### config.mk
export PLATFORM = sky130hd
export DESIGN_NAME = track_gesture_filter
export DESIGN_NICKNAME = d
export VERILOG_FILES = /design/src/rtl/track_gesture_filter_pkg.sv /design/src/rtl/track_gesture_filter_ema.sv /design/src/rtl/track_gesture_filter.sv
export SDC_FILE = /design/constraint.sdc
export NUM_CORES = 1
export LEC_CHECK = 0
export ABC_AREA = 1
export CORE_UTILIZATION = 43
export CTS_CLUSTER_DIAMETER = 60
export DETAILED_ROUTE_END_ITERATION = 10
export MAX_ROUTING_LAYER = met4
export PLACE_DENSITY = 0.64
export SETUP_SLACK_MARGIN = 0.02
export SLEW_MARGIN = 10
export SYNTH_ARGS = -nofsm -noshare
export SYNTH_HDL_FRONTEND = slang
export SYNTH_SLANG_ARGS = --single-unit
### constraint.sdc
create_clock -name clk -period 4.65 [get_ports clk]
set_clock_uncertainty 0.15 [all_clocks]
set_input_delay 0.6975 -clock clk [delete_from_list [all_inputs] [get_ports clk]]
set_output_delay 0.6975 -clock clk [all_outputs]
set_load 0.02 [all_outputs]
### src/rtl/track_gesture_filter_pkg.sv
// Shared types and constants for the centroid gesture filter: FSM encoding,
// the no-match sentinel, default frame size and the dwell distance helper.
package track_gesture_filter_pkg;

  typedef enum logic [1:0] {
    ST_IDLE    = 2'd0,
    ST_TRACK   = 2'd1,
    ST_STAMPED = 2'd2,
    ST_COAST   = 2'd3
  } state_e;

  localparam logic [31:0] NOT_FOUND     = 32'hFFFF_FFFF;
  localparam int          X_MAX_DEFAULT = 640;
  localparam int          Y_MAX_DEFAULT = 480;

  // |a - b| on 11-bit values; operands are pixel coordinates, so the
  // difference never reaches -1024 and the negation cannot overflow.
  function automatic logic [10:0] abs_diff11(input logic [10:0] a, input logic [10:0] b);
    logic signed [10:0] d;
    d = $signed(a) - $signed(b);
    return d[10] ? 11'(-d) : 11'(d);
  endfunction

endpackage

### src/rtl/track_gesture_filter_ema.sv
// One axis of the exponential centroid filter: filt += (raw - filt) >>> SHIFT,
// with a direct load used when a new object is acquired.
module track_ema #(
  parameter int WIDTH = 10,
  parameter int SHIFT = 2
) (
  input  logic             clk,
  input  logic             reset,
  input  logic             load,
  input  logic             update,
  input  logic [WIDTH-1:0] raw,
  output logic [WIDTH-1:0] filt
);

  logic signed [WIDTH:0]   w_diff;
  logic        [WIDTH-1:0] w_step;

  // The step always lands between filt and raw, so modulo-WIDTH addition of
  // the sign-extended step is exact.
  assign w_diff = $signed({1'b0, raw}) - $signed({1'b0, filt});
  assign w_step = WIDTH'(w_diff >>> SHIFT);

  // NOTE: sequential state is written only with non-blocking assignments so
  // every register samples the pre-edge values of its neighbours.
  always_ff @(posedge clk or posedge reset) begin
    if (reset) begin
      filt <= '0;
    end else if (load) begin
      filt <= raw;
    end else if (update) begin
      filt <= filt + w_step;
    end
  end

endmodule

### src/rtl/track_gesture_filter.sv
// Per-frame centroid post-processing: hit/miss classification, EMA smoothing,
// dropout coasting and dwell detection with a one-cycle stamp pulse.
module track_gesture_filter
  import track_gesture_filter_pkg::*;
#(
  parameter int FILT_SHIFT   = 2,
  parameter int DWELL_RADIUS = 8,
  parameter int DWELL_FRAMES = 30,
  parameter int LOST_FRAMES  = 3,
  parameter int X_MAX        = X_MAX_DEFAULT,
  parameter int Y_MAX        = Y_MAX_DEFAULT
) (
  input  logic                     clk,
  input  logic                     reset,
  input  logic                     pos_valid,
  input  logic [31:0]              x_pos,
  input  logic [31:0]              y_pos,
  output logic                     out_valid,
  output logic                     present,
  output logic [$clog2(X_MAX)-1:0] x_filt,
  output logic [$clog2(Y_MAX)-1:0] y_filt,
  output logic                     stamp,
  output logic [1:0]               state
);

  localparam int XW  = $clog2(X_MAX);
  localparam int YW  = $clog2(Y_MAX);
  localparam int DCW = $clog2(DWELL_FRAMES + 1);
  localparam int MCW = $clog2(LOST_FRAMES + 1);

  state_e           r_state;
  logic [DCW-1:0]   r_dwell;
  logic [MCW-1:0]   r_miss;
  logic [XW-1:0]    r_anchor_x;
  logic [YW-1:0]    r_anchor_y;

  state_e           w_state_nx;
  logic [DCW-1:0]   w_dwell_nx;
  logic [MCW-1:0]   w_miss_nx;
  logic [XW-1:0]    w_anchor_x_nx;
  logic [YW-1:0]    w_anchor_y_nx;
  logic             w_present_nx;
  logic             w_stamp_nx;
  logic             w_load;
  logic             w_update;

  logic             w_hit;
  logic             w_near;
  logic [XW-1:0]    w_raw_x;
  logic [YW-1:0]    w_raw_y;

  assign w_hit   = (x_pos != NOT_FOUND) && (x_pos < 32'(X_MAX)) && (y_pos < 32'(Y_MAX));
  assign w_raw_x = x_pos[XW-1:0];
  assign w_raw_y = y_pos[YW-1:0];
  assign w_near  = (abs_diff11(11'(w_raw_x), 11'(r_anchor_x)) <= 11'(DWELL_RADIUS)) &&
                   (abs_diff11(11'(w_raw_y), 11'(r_anchor_y)) <= 11'(DWELL_RADIUS));
  assign state   = r_state;

  // NOTE: every signal written here gets a default first, so no path leaves
  // one unassigned and no latch is inferred.
  always_comb begin
    w_state_nx    = r_state;
    w_dwell_nx    = r_dwell;
    w_miss_nx     = r_miss;
    w_anchor_x_nx = r_anchor_x;
    w_anchor_y_nx = r_anchor_y;
    w_present_nx  = present;
    w_stamp_nx    = 1'b0;
    w_load        = 1'b0;
    w_update      = 1'b0;

    if (pos_valid) begin
      unique case (r_state)
        ST_IDLE: begin
          if (w_hit) begin
            w_load        = 1'b1;
            w_anchor_x_nx = w_raw_x;
            w_anchor_y_nx = w_raw_y;
            w_dwell_nx    = DCW'(1);
            w_present_nx  = 1'b1;
            if (DWELL_FRAMES == 1) begin
              w_stamp_nx = 1'b1;
              w_state_nx = ST_STAMPED;
            end else begin
              w_state_nx = ST_TRACK;
            end
          end
        end

        ST_TRACK, ST_STAMPED: begin
          if (!w_hit) begin
            w_miss_nx  = MCW'(1);
            w_dwell_nx = '0;
            w_state_nx = ST_COAST;
          end else begin
            w_update = 1'b1;
            if (!w_near) begin
              w_anchor_x_nx = w_raw_x;
              w_anchor_y_nx = w_raw_y;
              w_dwell_nx    = DCW'(1);
              w_state_nx    = ST_TRACK;
            end else if (r_state == ST_TRACK) begin
              // Reaching the threshold stamps once; STAMPED suppresses repeats.
              if (r_dwell >= DCW'(DWELL_FRAMES - 1)) begin
                w_dwell_nx = DCW'(DWELL_FRAMES);
                w_stamp_nx = 1'b1;
                w_state_nx = ST_STAMPED;
              end else begin
                w_dwell_nx = r_dwell + DCW'(1);
              end
            end
          end
        end

        ST_COAST: begin
          if (w_hit) begin
            w_miss_nx     = '0;
            w_update      = 1'b1;
            w_anchor_x_nx = w_raw_x;
            w_anchor_y_nx = w_raw_y;
            w_dwell_nx    = DCW'(1);
            w_state_nx    = ST_TRACK;
          end else if (r_miss >= MCW'(LOST_FRAMES - 1)) begin
            w_miss_nx    = MCW'(LOST_FRAMES);
            w_present_nx = 1'b0;
            w_state_nx   = ST_IDLE;
          end else begin
            w_miss_nx = r_miss + MCW'(1);
          end
        end

        default: w_state_nx = ST_IDLE;
      endcase
    end
  end

  always_ff @(posedge clk or posedge reset) begin
    if (reset) begin
      r_state    <= ST_IDLE;
      r_dwell    <= '0;
      r_miss     <= '0;
      r_anchor_x <= '0;
      r_anchor_y <= '0;
      out_valid  <= 1'b0;
      present    <= 1'b0;
      stamp      <= 1'b0;
    end else begin
      r_state    <= w_state_nx;
      r_dwell    <= w_dwell_nx;
      r_miss     <= w_miss_nx;
      r_anchor_x <= w_anchor_x_nx;
      r_anchor_y <= w_anchor_y_nx;
      out_valid  <= pos_valid;
      present    <= w_present_nx;
      stamp      <= w_stamp_nx;
    end
  end

  track_ema #(
    .WIDTH (XW),
    .SHIFT (FILT_SHIFT)
  ) u_ema_x (
    .clk    (clk),
    .reset  (reset),
    .load   (w_load),
    .update (w_update),
    .raw    (w_raw_x),
    .filt   (x_filt)
  );

  track_ema #(
    .WIDTH (YW),
    .SHIFT (FILT_SHIFT)
  ) u_ema_y (
    .clk    (clk),
    .reset  (reset),
    .load   (w_load),
    .update (w_update),
    .raw    (w_raw_y),
    .filt   (y_filt)
  );

endmodule

== Yosys cells after proc, flatten, opt, wreduce, memory -nomap -nowiden ==
Index checks and enable logic that the tools add are counted.
W data, S select, Z words.
Storage, ports and cells
  bits in registers: 50
  input bits: 67
  output and inout bits: 24
Cells by class
  $add $sub $neg: 10
  order comparisons: 6
  eq/ne operators: 14
  mux-type cells: 47
  reductions and logical operators: 15
Operator list (number)
  $mux W10: 5
  $mux W9: 5
  $lt A32 B10 Y1 const B: 1
  $lt A32 B9 Y1 const B: 1
  $ne A32 B32 Y1 const B: 1
  $mux W5: 5
  $le A11 B4 Y1 const B: 2
  $mux W11: 2
  $sub A10 B10 Y11: 2
  $mux W2: 10
  $pmux W10 S2: 1
  $sub A9 B9 Y10: 2
  $pmux W9 S2: 1
  $mux W1: 14
  $ne A2 B2 Y1 const B: 6
  $neg A10 Y11: 1
  $neg A11 Y11: 1
  $add A10 B10 Y10: 1
  $pmux W5 S2: 1
  $reduce_and A5 Y1: 2
  $add A9 B9 Y9: 1
  $ne A4 B4 Y1 const B: 2
  $pmux W2 S3: 1
  $reduce_and A3 Y1: 2
  16 further kinds: 22

== Logic depth before layout (Yosys ltp) ==
  word-level depth: 9
  depth in mapped cells: 26
  mapped depth without buffers: 26

== Cells and area by module ==
From an unflattened synthesis, not the netlist that was laid out.
Second synthesis, totals
  cells, all modules: 969
  area total of the unflattened synthesis: 6090.8 um2
Modules (own cells, without submodules)
  track_gesture_filter: instances 1, cells each 590, area an instance 3522.1 um2, seq. area each 775.7 um2
  track_ema (u_ema_x): instances 1, cells each 199, area an instance 1332.5 um2, seq. area each 250.2 um2
  track_ema (u_ema_y): instances 1, cells each 180, area an instance 1236.2 um2, seq. area each 225.2 um2

== Least setup slack after synthesis ==
OpenSTA, ideal clock, no wires.
  path type: input-to-reg
  start point: input port x_pos[1]
  end point: register u_ema_x.filt[9]
  arrival: 3164 ps
  required time: 4367 ps
  path slack: 1203 ps
  cell stages on the path: 25
  cells stage by stage: ha_1 > o21ai_0 > nand2_1 > a21oi_1 > nor2_1 > o21ai_0 > nand2_1 > xor2_1 > inv_1 > ha_1 > nand2_1 > inv_1 > nand2_1 > nand2_1 > a21oi_1 > nor2_1 > nor2_1 > o21bai_1 > nand2_1 > nand2_1 > a21oi_1 > a21o_1 > nand3_1 > nand2_1 > o21ai_0
Between the ends
  longest elaborated chain between the ends: 7
  elaborated cells on any way between the ends: 14
  those cells by class: add/sub (2); order compare (1); eq/ne (1); mux (7); reduce/logical (3)
RTL lines
  from (decl): line track_gesture_filter.sv:16  | input logic [31:0] x_pos,
  branches (longest 7 deep; another with $sub A10 B10 Y11)
  to (signal assigned): line track_gesture_filter_ema.sv:29  | filt <= raw;
  to (signal assigned): line track_gesture_filter_ema.sv:31  | filt <= filt + w_step;
  to (decl): line track_gesture_filter_ema.sv:12  | output logic [WIDTH-1:0] filt
Parallel ways; which one is timed is not known. The select of a mux whose other input is x is not followed.
A chain may end at the register's enable or synchronous reset.

== Final worst setup path ==
Same ends and word-level chain as after synthesis.

==> metrics.yaml <==
status:
  status: "finished, final reports clean"
sta:
  tightest_slew_ns: 0.6988
  slew_viol_final: 0
  finalHoldViolCount: 0
  finalCritPeriodShare_pct: 85.67
  setup-tns-final_ns: 0
  fmax_mhz: 251.0
  fin_crit_ns: 3.984
  relSlewSlack_pct: 53.34
  setup-violations-final: 0
  rsz0062_at_grt: "no"
cts:
  hold_buffers: 0
  cts_buffer_depth: 2
  ctsHtreeMaxLevel: 2
  clkSinkCount: 50
  cts_buffers: 5
  cts_tree: "yes"
  clkTransAtPathRegs_ns: 0.07
  cts_resized: 0
  cts_setup_buffers: 0
  cts-root-buf: "clkbuf_16"
  insertion_delay_ns: 0.29
routing:
  via_per_inst: 4.931
  wl_per_cell_um: 12.52
  dr.pass1.iters: 5
  totalWireLength_mm: 14.06
  drc_errors: 0
  ant_nets: 0
  drtIter0Drc: 350
  vias: 5537
global_routing:
  grt_pass1_vias: 5206
  gr-total-overflow: 0
  grtUsageTotal_pct: 23.36
  antenna_found_initial: 0
  grt_pass1_wl_mm: 24.17
  grt_max_degree: 32
power:
  leakage_nw: 3.538
  ir_drop_mv: 0.1604
  cellPowerDensity_nw_per_um2: 418.1
critical_path:
  crit_fanout: 4
  r2r_cells: 26
  path_class: "input port to register"
  worstPathArrival_ns: 4.01
  cp_data_required_time_ns: 4.67
  r2r_slack_ns: 0.98
  timing.rr.end: "u_ema_x.filt[9]"
  cp-start-kind: "input port"
  reg2reg_from: "u_ema_x.filt[1]"
  end_kind: "register"
synth:
  synth-edff-count: 0
  synthCells: 853
  mappedNetlistArea_um2: 5577
  synth_common_cells: "239 x nand2_1, 143 x inv_1, 72 x nand3_1"
  yosysTopAreaCellShare_pct: 22.44
  synthAdderAreaFrac_pct: 14.90
  ys_ff_latch: 50
  yosysUniqueCellTypes: 45
  synthMuxAreaShare_pct: 0.2019
  postSynthAreaPerCell_um2: 6.538
  yosys.cell_count.top_type: "nand2_1"
  yosys.area_share.simple_pct: 33.97
  synth_compound_area_share_pct: 12.90
  yosysTopAreaCell: "dfrtp_1"
  async_reset_ff_share_pct: 100.0
  synth-xor-area-share_pct: 4.398
  ys_warn_count: 0
  netlist_top_cells_area: "dfrtp_1 22%, nand2_1 16%, ha_1 13%"
  syn_nets: 984
  synth_top_family_by_area: "simple AND/OR/NAND/NOR gates"
  ys.flop_type: "dfrtp_1"
  ys_seq_area_share_pct: 22.44
floorplanning:
  boundaryPins: 91
  fp.dieArea_um2: 13430
  start_util_pct: 44.19
  row_count: 41
  chipHeight_um: 115.9
  core_area_um2: 12620
  die_x_um: 115.9
finish:
  nFillCells: 1295
  final_util_pct: 54.35
  antenna_cells: 0
  nNetsFinal: 1082
  drive_above_1_share_pct: 5.889
  area_delta_synth_final_pct: 23.00
hold_path:
  holdPathStages: 2
  hold_start: "r_anchor_x[6]"
  min_to: "r_anchor_x[6]"
  hold_class: "register to register"
place:
  placement.io_buffers: 90
  gp_congestion: 0.8889
  hpwl_mm: 11.71
flow_run:
  maxCapViolCount: 0
## routing by layer
layer  wire length [µm]  GRT usage, %  up-vias
met1               7027         31.86     2445
met3                571         2.301        8
met5                  0             -        -
li1                   -             -     2964
met4                134         4.701        0
met2               6330         37.62      120
## worst max-delay path by stage
stage                      endpoint  depth (start not counted)  slack [ns]      from
finish              u_ema_x.filt[9]                         26        0.67  x_pos[1]
global route        u_ema_x.filt[8]                         22        0.24  x_pos[1]
CTS                 u_ema_x.filt[9]                         23        0.67  x_pos[3]
detailed placement  u_ema_x.filt[9]                         23        0.37  x_pos[3]
global placement    u_ema_y.filt[8]                         21        0.39  y_pos[2]
floorplan           u_ema_x.filt[9]                         25        1.20  x_pos[1]
## flip-flops by register name, indices dropped and copies added (netlist names)
signal and cells:
stamp 1, u_ema_x.filt 10, r_anchor_y 9, u_ema_y.filt 9, present 1, r_anchor_x 10
r_dwell 5, state 2, out_valid 1, r_miss 2
## power breakdown
| part | switching [mW] | total [mW] | internal, mW |
|---|---|---|---|
| sequential | 0.0676 | 0.603 | 0.536 |
| combinational | 1.23 | 1.90 | 0.672 |
| clock | 0.165 | 0.362 | 0.197 |
## final cells by class
type                    count  area, µm²  share of cell area, %
clock buffers               5      125.1                  1.824
clock inverters             2      15.01                 0.2189
inverters                 150      563.0                  8.209
multi-input cells         643       3706                  54.03
flip-flops and latches     50       1251                  18.24
well taps                 172      215.2                  3.138
repair buffers            101      983.4                  14.34
## stage by stage
stage / std cells / worst slack (ns) / power [mW] / hold slack (ns) / area (µm²)
CTS: 1123 / 0.6672 / 2.888 / 0.3258 / 6859
floorplan: 853 / 1.203 / 2.103 / 0.2919 / 5577
global route: 1123 / 0.2383 / 3.221 / 0.3415 / 6859
detailed placement: 1116 / 0.3668 / 2.516 / 0.3090 / 6719
global placement: 1116 / 0.3855 / 2.511 / 0.3050 / 6719
finish: 1123 / 0.6663 / 2.868 / 0.3239 / 6859
## cell usage in the layout, fill, tap and decap left out, types with 4 or more instances in the layout
cell type	n
inv_1	142
o211ai_1	10
nand4_1	10
nor4_1	10
ha_1	60
nor3_1	4
o21ai_1	9
o21ai_0	39
nand2_2	8
buf_4	11
xor2_1	22
clkbuf_16	5
nor2_1	63
dfrtp_1	50
nand2_1	239
a21oi_1	37
inv_2	6
fa_1	4
nor2_2	7
clkdlybuf4s50_1	90
o221ai_1	11
xnor2_1	6
nand3_1	72
## critical path, stage by stage
cell and delay, ns:
clkdlybuf4s50_1 0.43, ha_1 0.29, o21ai_0 0.07, nand2_1 0.13, a21oi_1 0.23, nor2_1 0.08, o21ai_0 0.16, nand2_1 0.08
xor2_1 0.13, inv_1 0.05, ha_1 0.32, nand2_1 0.10, inv_1 0.04, nand2_1 0.06, nand2_1 0.04, a21oi_1 0.21
nor2_1 0.06, nor2_1 0.10, o21bai_1 0.10, nand2_1 0.08, nand2_1 0.05, a21oi_1 0.17, a21o_1 0.11, nand3_1 0.06
nand2_1 0.06, o21ai_0 0.08
## kinds of logic (layout without fill, tap and decap cells)
logic type      count (synthesis)  after routing
compound gates                121            121
mux                             1              1
fa+ha+maj                      64             64
flops                          50             50
buf+inv                       160            258
simple gates                  429            429
xor+xnor                       28             28
Note: power is estimated with default switching activity, not from simulation.
